**config.mk**
```make
export PLATFORM = sky130hd
export DESIGN_NAME = jk_cmd_sequencer
export DESIGN_NICKNAME = d
export VERILOG_FILES = /design/src/rtl/jk_pkg.sv /design/src/rtl/jk_cmd_fifo.sv /design/src/rtl/jk_cmd_sequencer.sv
export SDC_FILE = /design/constraint.sdc
export NUM_CORES = 1
export LEC_CHECK = 0
export ABC_CLOCK_PERIOD_IN_PS = 2980
export CAP_MARGIN = 20
export CORE_MARGIN = 5
export CORE_UTILIZATION = 55
export CTS_BUF_LIST = sky130_fd_sc_hd__clkbuf_8
export CTS_CLUSTER_DIAMETER = 100
export DETAILED_ROUTE_END_ITERATION = 12
export PLACE_DENSITY = 0.78
export SETUP_SLACK_MARGIN = 0.4
export SYNTH_ARGS = -nofsm -noshare
export SYNTH_HDL_FRONTEND = slang
export SYNTH_HIERARCHICAL = 1
export SYNTH_SLANG_ARGS = --single-unit
```
**constraint.sdc**
```tcl
create_clock -name clk -period 2.98 [get_ports clk]
set_input_delay 0.596 -clock clk [delete_from_list [all_inputs] [get_ports clk]]
set_output_delay 0.596 -clock clk [all_outputs]
set_load 0.02 [all_outputs]
```
**src/rtl/jk_pkg.sv**
```systemverilog
// ----------------------------------------------------------------------------
// jk_pkg
// Shared types for the JK command sequencer:
//   jk_op_e      - {j,k} encoding of a cell operation
//   jk_seq_st_e  - sequencer FSM state
//   jk_cmd_t     - one queued command (op + repeat count)
//   jk_ref_q     - reference-model next-q for a given op
// ----------------------------------------------------------------------------
package jk_pkg;

    localparam int JK_CNT_W = 4;

    typedef enum logic [1:0] {
        OP_HOLD = 2'b00,
        OP_CLR  = 2'b01,
        OP_SET  = 2'b10,
        OP_TGL  = 2'b11
    } jk_op_e;

    typedef enum logic {
        ST_IDLE  = 1'b0,
        ST_ISSUE = 1'b1
    } jk_seq_st_e;

    typedef struct packed {
        jk_op_e                op;
        logic [JK_CNT_W-1:0]   rpt;
    } jk_cmd_t;

    // Expected JK cell output after one sampling edge with the given op applied.
    function automatic logic jk_ref_q(input jk_op_e op, input logic q);
        case (op)
            OP_SET:  return 1'b1;
            OP_CLR:  return 1'b0;
            OP_TGL:  return ~q;
            default: return q;
        endcase
    endfunction

endpackage

```
**src/rtl/jk_cmd_fifo.sv**
```systemverilog
// ----------------------------------------------------------------------------
// jk_cmd_fifo
// Synchronous DEPTH x W command FIFO with full/empty flags.
// Ports:
//   clk      - clock
//   rst_n    - asynchronous active-low reset (flushes pointers)
//   i_push   - write request (ignored while full)
//   i_data   - write data
//   i_pop    - read request (ignored while empty)
//   o_data   - head entry (valid while !o_empty)
//   o_full   - no free entry
//   o_empty  - no stored entry
// ----------------------------------------------------------------------------
module jk_cmd_fifo #(
    parameter int DEPTH = 4,
    parameter int W     = 6
) (
    input  logic         clk,
    input  logic         rst_n,
    input  logic         i_push,
    input  logic [W-1:0] i_data,
    input  logic         i_pop,
    output logic [W-1:0] o_data,
    output logic         o_full,
    output logic         o_empty
);

    localparam int AW = $clog2(DEPTH);

    logic [W-1:0] r_mem [DEPTH];
    // One extra pointer bit distinguishes full from empty when indices match.
    logic [AW:0]  r_wr_ptr;
    logic [AW:0]  r_rd_ptr;
    logic         w_push;
    logic         w_pop;

    assign o_empty = (r_wr_ptr == r_rd_ptr);
    assign o_full  = (r_wr_ptr[AW] != r_rd_ptr[AW]) &&
                     (r_wr_ptr[AW-1:0] == r_rd_ptr[AW-1:0]);
    assign w_push  = i_push && !o_full;
    assign w_pop   = i_pop && !o_empty;
    assign o_data  = r_mem[r_rd_ptr[AW-1:0]];

    always_ff @(posedge clk or negedge rst_n) begin
        if (!rst_n) begin
            r_wr_ptr <= '0;
            r_rd_ptr <= '0;
        end else begin
            if (w_push) r_wr_ptr <= r_wr_ptr + 1'b1;
            if (w_pop)  r_rd_ptr <= r_rd_ptr + 1'b1;
        end
    end

    always_ff @(posedge clk) begin
        if (w_push) r_mem[r_wr_ptr[AW-1:0]] <= i_data;
    end

endmodule

```
**src/rtl/jk_cmd_sequencer.sv**
```systemverilog
// ----------------------------------------------------------------------------
// jk_cmd_sequencer
// Accepts {op,rpt} commands over valid/ready, queues them, and drives a JK
// cell's j/k with each op for rpt+1 cycles. A reference model tracks the
// expected cell q and mismatches against q_fb are flagged and counted.
// j/k change on posedge; the cell samples on negedge.
//
//   state    | meaning
//   ---------+-----------------------------------------------------------
//   ST_IDLE  | j=k=0; pop the FIFO head as soon as one is visible
//   ST_ISSUE | drive op; count remain down; on 0 pop next or go idle
//
// Ports:
//   clk, reset            - clock, async active-low reset
//   cmd_valid/cmd_ready   - command handshake (ready = FIFO not full)
//   cmd_op, cmd_rpt       - {j,k} op and extra hold cycles
//   j, k                  - JK cell inputs
//   q_fb                  - JK cell output
//   busy                  - FIFO non-empty or issuing
//   done                  - pulse on last issue cycle of a command
//   err_clr               - clears err/err_cnt
//   err, err_cnt          - sticky mismatch flag, saturating mismatch count
// ----------------------------------------------------------------------------
module jk_cmd_sequencer
    import jk_pkg::*;
#(
    parameter int DEPTH = 4,
    parameter int CNT_W = JK_CNT_W,
    parameter int ERR_W = 8
) (
    input  logic             clk,
    input  logic             reset,
    input  logic             cmd_valid,
    output logic             cmd_ready,
    input  logic [1:0]       cmd_op,
    input  logic [CNT_W-1:0] cmd_rpt,
    output logic             j,
    output logic             k,
    input  logic             q_fb,
    output logic             busy,
    output logic             done,
    input  logic             err_clr,
    output logic             err,
    output logic [ERR_W-1:0] err_cnt
);

    logic              w_fifo_full;
    logic              w_fifo_empty;
    logic [CNT_W+1:0]  w_fifo_dout;
    logic              w_pop;
    jk_op_e            w_head_op;
    logic [CNT_W-1:0]  w_head_rpt;
    jk_op_e            w_drv_op;
    logic              w_exp_nxt;
    logic              w_exp_vld_nxt;
    logic              w_mism;

    jk_seq_st_e        r_state;
    jk_op_e            r_op;
    logic [CNT_W-1:0]  r_remain;
    logic              r_exp;
    logic              r_exp_vld;
    logic              r_chk_vld;

    jk_cmd_fifo #(
        .DEPTH (DEPTH),
        .W     (CNT_W + 2)
    ) u_fifo (
        .clk     (clk),
        .rst_n   (reset),
        .i_push  (cmd_valid),
        .i_data  ({cmd_op, cmd_rpt}),
        .i_pop   (w_pop),
        .o_data  (w_fifo_dout),
        .o_full  (w_fifo_full),
        .o_empty (w_fifo_empty)
    );

    assign cmd_ready  = !w_fifo_full;
    assign busy       = !w_fifo_empty || (r_state == ST_ISSUE);
    assign w_head_op  = jk_op_e'(w_fifo_dout[CNT_W+1:CNT_W]);
    assign w_head_rpt = w_fifo_dout[CNT_W-1:0];

    // Pop from idle, or on the last cycle of the current command.
    assign w_pop = !w_fifo_empty &&
                   ((r_state == ST_IDLE) || (r_remain == '0));

    // Op that j/k will carry after this edge; the reference model follows it
    // so that exp describes q after the cell's next negedge.
    assign w_drv_op = w_pop ? w_head_op :
                      ((r_state == ST_ISSUE) && (r_remain != '0)) ? r_op :
                      OP_HOLD;

    always_ff @(posedge clk or negedge reset) begin
        if (!reset) begin
            r_state  <= ST_IDLE;
            r_op     <= OP_HOLD;
            r_remain <= '0;
            j        <= 1'b0;
            k        <= 1'b0;
            done     <= 1'b0;
        end else begin
            j <= w_drv_op[1];
            k <= w_drv_op[0];
            case (r_state)
                ST_IDLE: begin
                    done <= 1'b0;
                    if (w_pop) begin
                        r_state  <= ST_ISSUE;
                        r_op     <= w_head_op;
                        r_remain <= w_head_rpt;
                        done     <= (w_head_rpt == '0);
                    end
                end
                ST_ISSUE: begin
                    if (r_remain != '0) begin
                        r_remain <= r_remain - 1'b1;
                        done     <= (r_remain == CNT_W'(1));
                    end else if (w_pop) begin
                        r_op     <= w_head_op;
                        r_remain <= w_head_rpt;
                        done     <= (w_head_rpt == '0);
                    end else begin
                        r_state <= ST_IDLE;
                        r_op    <= OP_HOLD;
                        done    <= 1'b0;
                    end
                end
                default: begin
                    r_state <= ST_IDLE;
                    done    <= 1'b0;
                end
            endcase
        end
    end

    assign w_exp_nxt     = jk_ref_q(w_drv_op, r_exp);
    assign w_exp_vld_nxt = r_exp_vld || (w_drv_op == OP_SET) || (w_drv_op == OP_CLR);
    assign w_mism        = r_chk_vld && (q_fb != r_exp);

    always_ff @(posedge clk or negedge reset) begin
        if (!reset) begin
            r_exp     <= 1'b0;
            r_exp_vld <= 1'b0;
            r_chk_vld <= 1'b0;
            err       <= 1'b0;
            err_cnt   <= '0;
        end else begin
            r_exp     <= w_exp_nxt;
            r_exp_vld <= w_exp_vld_nxt;
            r_chk_vld <= w_exp_vld_nxt;
            // A mismatch in the clearing cycle survives the clear.
            if (err_clr) begin
                err     <= w_mism;
                err_cnt <= w_mism ? ERR_W'(1) : '0;
            end else if (w_mism) begin
                err <= 1'b1;
                if (err_cnt != '1) err_cnt <= err_cnt + 1'b1;
            end
        end
    end

endmodule

```
==> flow_summary.ini <==
[timing]
finClkSkew_ps = 7.95
rsz0062_at_grt = yes
max_slew.worst_pin.slew_ps = 474
hold_viol = 0
setup_viol = 0
period_minus_slack_ps = 2560
finalCritPeriodShare_pct = 85.9
drv_slew = 0
slew_headroom_pct = 68.3
tns_ps = 0
fmax_mhz = 390

[worst_setup_path]
crit_top_cell = inv_1
critPathTopFamily = buffers and inverters
endpoint_kind = primary output
max_stage_delay_ps = 600
critPathKind = reg2out
cp-start-kind = flip-flop
worstPathArrival_ps = 1960
required_ps = 2380
critPathBufInv = 3
cp_cell_sequence = xnor2_4 > nand3_2 > inv_1 > inv_1 > clkdlybuf4s50_1
critPathMaxFanout = 12
slowest_stage = dfrtp_4

[place]
gp_congestion = 0.818
dpl.hpwl_mm = 3.23
port_buffers = 24
placed_cell_area_sq_um = 2790
placed_cells = 265

[synthesis]
synth_seq_cells = 51
synth_area_per_cell_sq_um = 13.0
yosysWarningCount = 6
synth_edf_count = 24
ys_dominant_reg_cell = dfrtp_1
synth_nets = 210
synth_cell_types = 50
synthCells = 191
synth_area_sq_um = 2490
ys_seq_area_share_pct = 56.1
async_reset_ff_share_pct = 52.9

[global_route]
use_met2_pct = 28.5
grt_start_max_net_pins = 28
gr-total-overflow = 0
grt_pass1_vias = 1636
antenna_found_initial = 0
grt_util_met1_pct = 20.1
grt_use_met3_pct = 4.33
grt_pass1_wl_mm = 7.85
grt.total_usage_pct = 16.6
grt_most_used_layer = met2

[power]
power_density_nw_per_um2 = 972
leakage_uw = 0.00114
ir_drop_v = 0.000518

[clocking]
clk-insertion-delay-late_ps = 310
clockBufferDepth = 2
cts_resized = 8
hold_buffers = 0
cts_buffers = 5
clkSinkCount = 51
cts-root-buf = clkbuf_8
post_cts_buffers = 0
clkTransAtPathRegs_ps = 100
tritoncts = yes
h-tree-depth = 2

[layout]
stdcell_count = 273
mostFrequentLayoutCells = 24 x edfxtp_1, 23 x dfrtp_1, 23 x clkdlybuf4s50_1
layout_commonest_cell = edfxtp_1
layout.nets = 239
diodes = 0
areaGrowthSynthToFinish_pct = 19.0
drive_gt1_share_pct = 19.0
final_cell_area_sq_um = 2970

[die]
rows = 24
io_pins = 25
die_height_um = 77.3
dieArea_sq_um = 5980
core_area_sq_um = 4380
initial_core_util_pct = 56.8
die_w_um = 77.3

[outcome]
outcome = finished clean

[detailed_routing]
drtAntennaViolNets = 0
wl_per_cell_um = 16.8
first_pass_iters = 6
via_per_inst = 5.81
drc_errors = 0
vias = 1587
dr.first_iter.drc_count = 143
wl_mm = 4.59

[worst_hold_path]
holdCritPathClass = reg2reg

[flow_run]
max-cap-violations = 0
[kinds of logic after synthesis]
group / Yosys count / synth area share (%)
buf+inv: 20 / 3.67
mux: 14 / 8.74
compound gates: 38 / 11.6
fa+ha+maj: 8 / 4.02
simple gates: 48 / 10.5
flops: 51 / 56.1
xor+xnor: 12 / 5.42
[worst reg2reg max path: stages (launching register included)]
cell and delay [ps]:
dfrtp_1 580, buf_4 280, mux4_2 530, nor2b_1 180, mux2_2 290, mux2i_1 150
[final cells by class]
| class | count | area (sq um) |
|---|---|---|
| fill | 304 | 1420 |
| sequential | 51 | 1400 |
| multi-input combinational | 120 | 1070 |
| timing repair buffer | 28 | 273 |
| clock buffer | 5 | 68.8 |
| tap | 52 | 65.1 |
| inverter | 14 | 52.6 |
| clock inverter | 3 | 33.8 |
[where the power goes]
group	internal (uW)	switching (uW)	leakage, uW
combinational	614	674	0.000536
sequential	941	216	0.000550
clock	179	259	0.0000519
[metrics by stage]
| step | hold slack, ps | total power [uW] | worst slack (ps) | utilization (%) |
|---|---|---|---|---|
| CTS | 532 | 2840 | 382 | 66.8 |
| global route | 554 | 3100 | 320 | 67.6 |
| floorplan | 300 | 2030 | 884 | - |
| finish | 528 | 2880 | 419 | 67.6 |
| global placement | 505 | 2300 | 557 | 63.6 |
| detailed placement | 516 | 2360 | 507 | 63.6 |
[path summary, 6_finish.rpt]
| kind | startpoint | to | slack (ps) | depth (start not counted) |
|---|---|---|---|---|
| hold / removal | err$_DFFE_PN0P_ | err$_DFFE_PN0P_ | 530 | 2 |
| max in group asynchronous | reset | u_fifo/r_rd_ptr[1]$_DFFE_PN0P_ | 2060 | 2 |
| setup / recovery | u_fifo/r_rd_ptr[1]$_DFFE_PN0P_ | cmd_ready | 420 | 5 |
| min in group asynchronous | reset | done$_DFF_PN0_ | 630 | 2 |
| setup reg to reg | u_fifo/r_rd_ptr[0]$_DFFE_PN0P_ | r_exp$_DFFE_PN0P_ | 900 | 5 |
| hold reg to reg | err$_DFFE_PN0P_ | err$_DFFE_PN0P_ | 530 | 2 |
[state kept, by name (all words and copies together), names as in the netlist, 2 cells and up]
| name | flops |
|---|---|
| u_fifo/r_rd_ptr | 3 |
| err_cnt | 8 |
| r_op | 2 |
| u_fifo/r_wr_ptr | 3 |
| u_fifo/r_mem | 24 |
| r_remain | 4 |
[layer usage]
layer	wire length (um)	vias up	share of wire, %
li1	-	755	-
met5	0	-	0
met1	1910	782	42
met4	79	0	1.7
met3	201	10	4.4
met2	2400	40	52
[cell usage after synthesis (2+ instances only)]
master     n  area [sq um]
nor3_1     2          10.0
mux2_2     2          22.5
a21oi_1   11          55.1
nand3_1    7          35.0
mux4_2     6           135
nor2b_1    3          18.8
clkbuf_1   2          7.51
nand4_1    2          12.5
o21ai_0    6          30.0
xnor2_1    4          35.0
nand2b_1   6          37.5
nand2_1   10          37.5
mux2i_1    6          60.1
buf_6      2          22.5
o31ai_2    2          25.0
xor2_2     3          48.8
and3_1     3          18.8
or3_1      3          18.8
edfxtp_1  24           721
dfrtp_1   27           676
o31ai_1    3          22.5
a22o_1     2          17.5
ha_1       8           100
inv_1     14          52.6
xor2_1     4          35.0
nor2_1     5          18.8
No activity file was read; power rests on OpenSTA's default activity.
==> edit (config.mk and constraints unchanged) <==
Change the package constant `JK_CNT_W` from 4 to 5.
--- a/src/rtl/jk_pkg.sv
+++ b/src/rtl/jk_pkg.sv
@@ -9,5 +9,5 @@
 package jk_pkg;
 
-    localparam int JK_CNT_W = 4;
+    localparam int JK_CNT_W = 5;
 
     typedef enum logic [1:0] {
Interface: changed (resized cmd_rpt); port bits go from 25 to 26. The function was not compared with the original's and may differ.
==> edit against the unedited design <==
Highest routed layer unchanged; clock skew about the same; synthesized area is 9.4% higher; total power increased by 4.0%; core utilization up 0.49 points; sequential share of layout area is 0.44 points higher; wire length up 5.3%; final area is 9.2% higher; setup slack better by 0.073 ns; sequential cell count grew 5.
==> edit: results (changes against the unedited design) <==
status=finished, final reports clean (unchanged); crit path from=u_fifo/r_wr_ptr[2]$_DFFE_PN0P_ (was u_fifo/r_rd_ptr[1]$_DFFE_PN0P_); DP Area=3070 µm² (was 2790 µm²); top cells by area, synth=edfxtp_1 31%, dfrtp_1 26%, mux4_2 5.8% (was edfxtp_1 29%, dfrtp_1 27%, mux4_2 5.4%); pre-CTS WS=0.642 ns (was 0.507 ns); final worst slack=0.492 ns (was 0.419 ns); CP max FO=6 (was 12); count of buffers from port buffering=25 (was 24); vias in the first global route=1,742 (was 1,636); Final #Nets=258 (was 239); share of power burned in registers=41.2% (was 40.1%); drt total wl=4.83 mm (was 4.59 mm); EDFF count, synth=28 (was 24); cells on worst reg2reg path=4 (was 5); Synth async-reset ratio=50.0% (was 52.9%); met2 WL=2.30 mm (was 2.40 mm); Tightest Pin Transition=0.602 ns (was 0.474 ns); fin cells=305 (was 273); Largest register FFs=28 (was 24); post-synthesis sequential area ratio=56.6% (was 56.1%); Max IR drop VDD=0.461 mV (was 0.518 mV); DR vias/cell=5.63 (was 5.81); Final GP Congestion=0.795 (was 0.818); hold slack=0.542 ns (was 0.528 ns); first-pass GRT wire length=8.08 mm (was 7.85 mm); Post-synth top cells=28 x dfrtp_1, 28 x edfxtp_1, 17 x inv_1, 12 x a21oi_1, 9 x ha_1 (was 27 x dfrtp_1, 24 x edfxtp_1, 14 x inv_1, 11 x a21oi_1, 10 x nand2_1); leakage dissipation=1.23 nW (was 1.14 nW); Filler cells=361 (was 304); R2R Setup Slk=0.80 ns (was 0.90 ns); Logic pwr share=44.5% (was 44.7%); synthesized instance count=205 (was 191); met1 WL=2.21 mm (was 1.91 mm); Total GRT Usage=16.7% (was 16.6%); Crit path largest cell delay=0.53 ns (was 0.60 ns); Crit Reg-Reg Endpoint=done$_DFF_PN0_ (was r_exp$_DFFE_PN0P_); final clock skew=0.00775 ns (was 0.00795 ns); multi-input logic area=1160 µm² (was 1070 µm²); slowest CP cell=clkdlybuf4s50_1 (was dfrtp_4); post-synthesis cell type count=47 (was 50); Post-DP HPWL=3.31 mm (was 3.23 mm); share of cells above drive strength 1=18.9% (was 19.0%); PwrDens=925 nW/µm² (was 972 nW/µm²); Placed Cells=297 (was 265); P_sw=0.00118 W (was 0.00115 W)
[edit: layer usage]
layer,up-vias,GRT usage [%]
met5,-,0
met4,0,8.28
li1,828,-
met3,11,3.70
met1,843,21.3
met2,36,26.8
[edit: kinds of logic (layout without fill, tap and decap cells)]
family	after synthesis	in the layout	share of synthesized area [%]
mux	14	14	8.40
simple gates	45	45	9.14
xor+xnor	13	13	5.28
buf+inv	22	55	3.35
flops	56	56	56.6
compound gates	46	46	13.1
fa+ha+maj	9	9	4.13
[edit: repair_timing]
item	in CTS	in global routing
pin swaps	0	1
setup buffers	0	0
gates resized for setup	5	8
endpoints found under the setup margin	2	2
[edit: cell type report]
| type | instances | area share, % |
|---|---|---|
| clock inverter | 3 | 0.850 |
| inverter | 17 | 1.97 |
| multi-input combinational | 127 | 35.7 |
| tap | 67 | 2.59 |
| clock buffer | 5 | 2.12 |
| sequential | 56 | 47.8 |
| timing repair buffer | 30 | 8.96 |
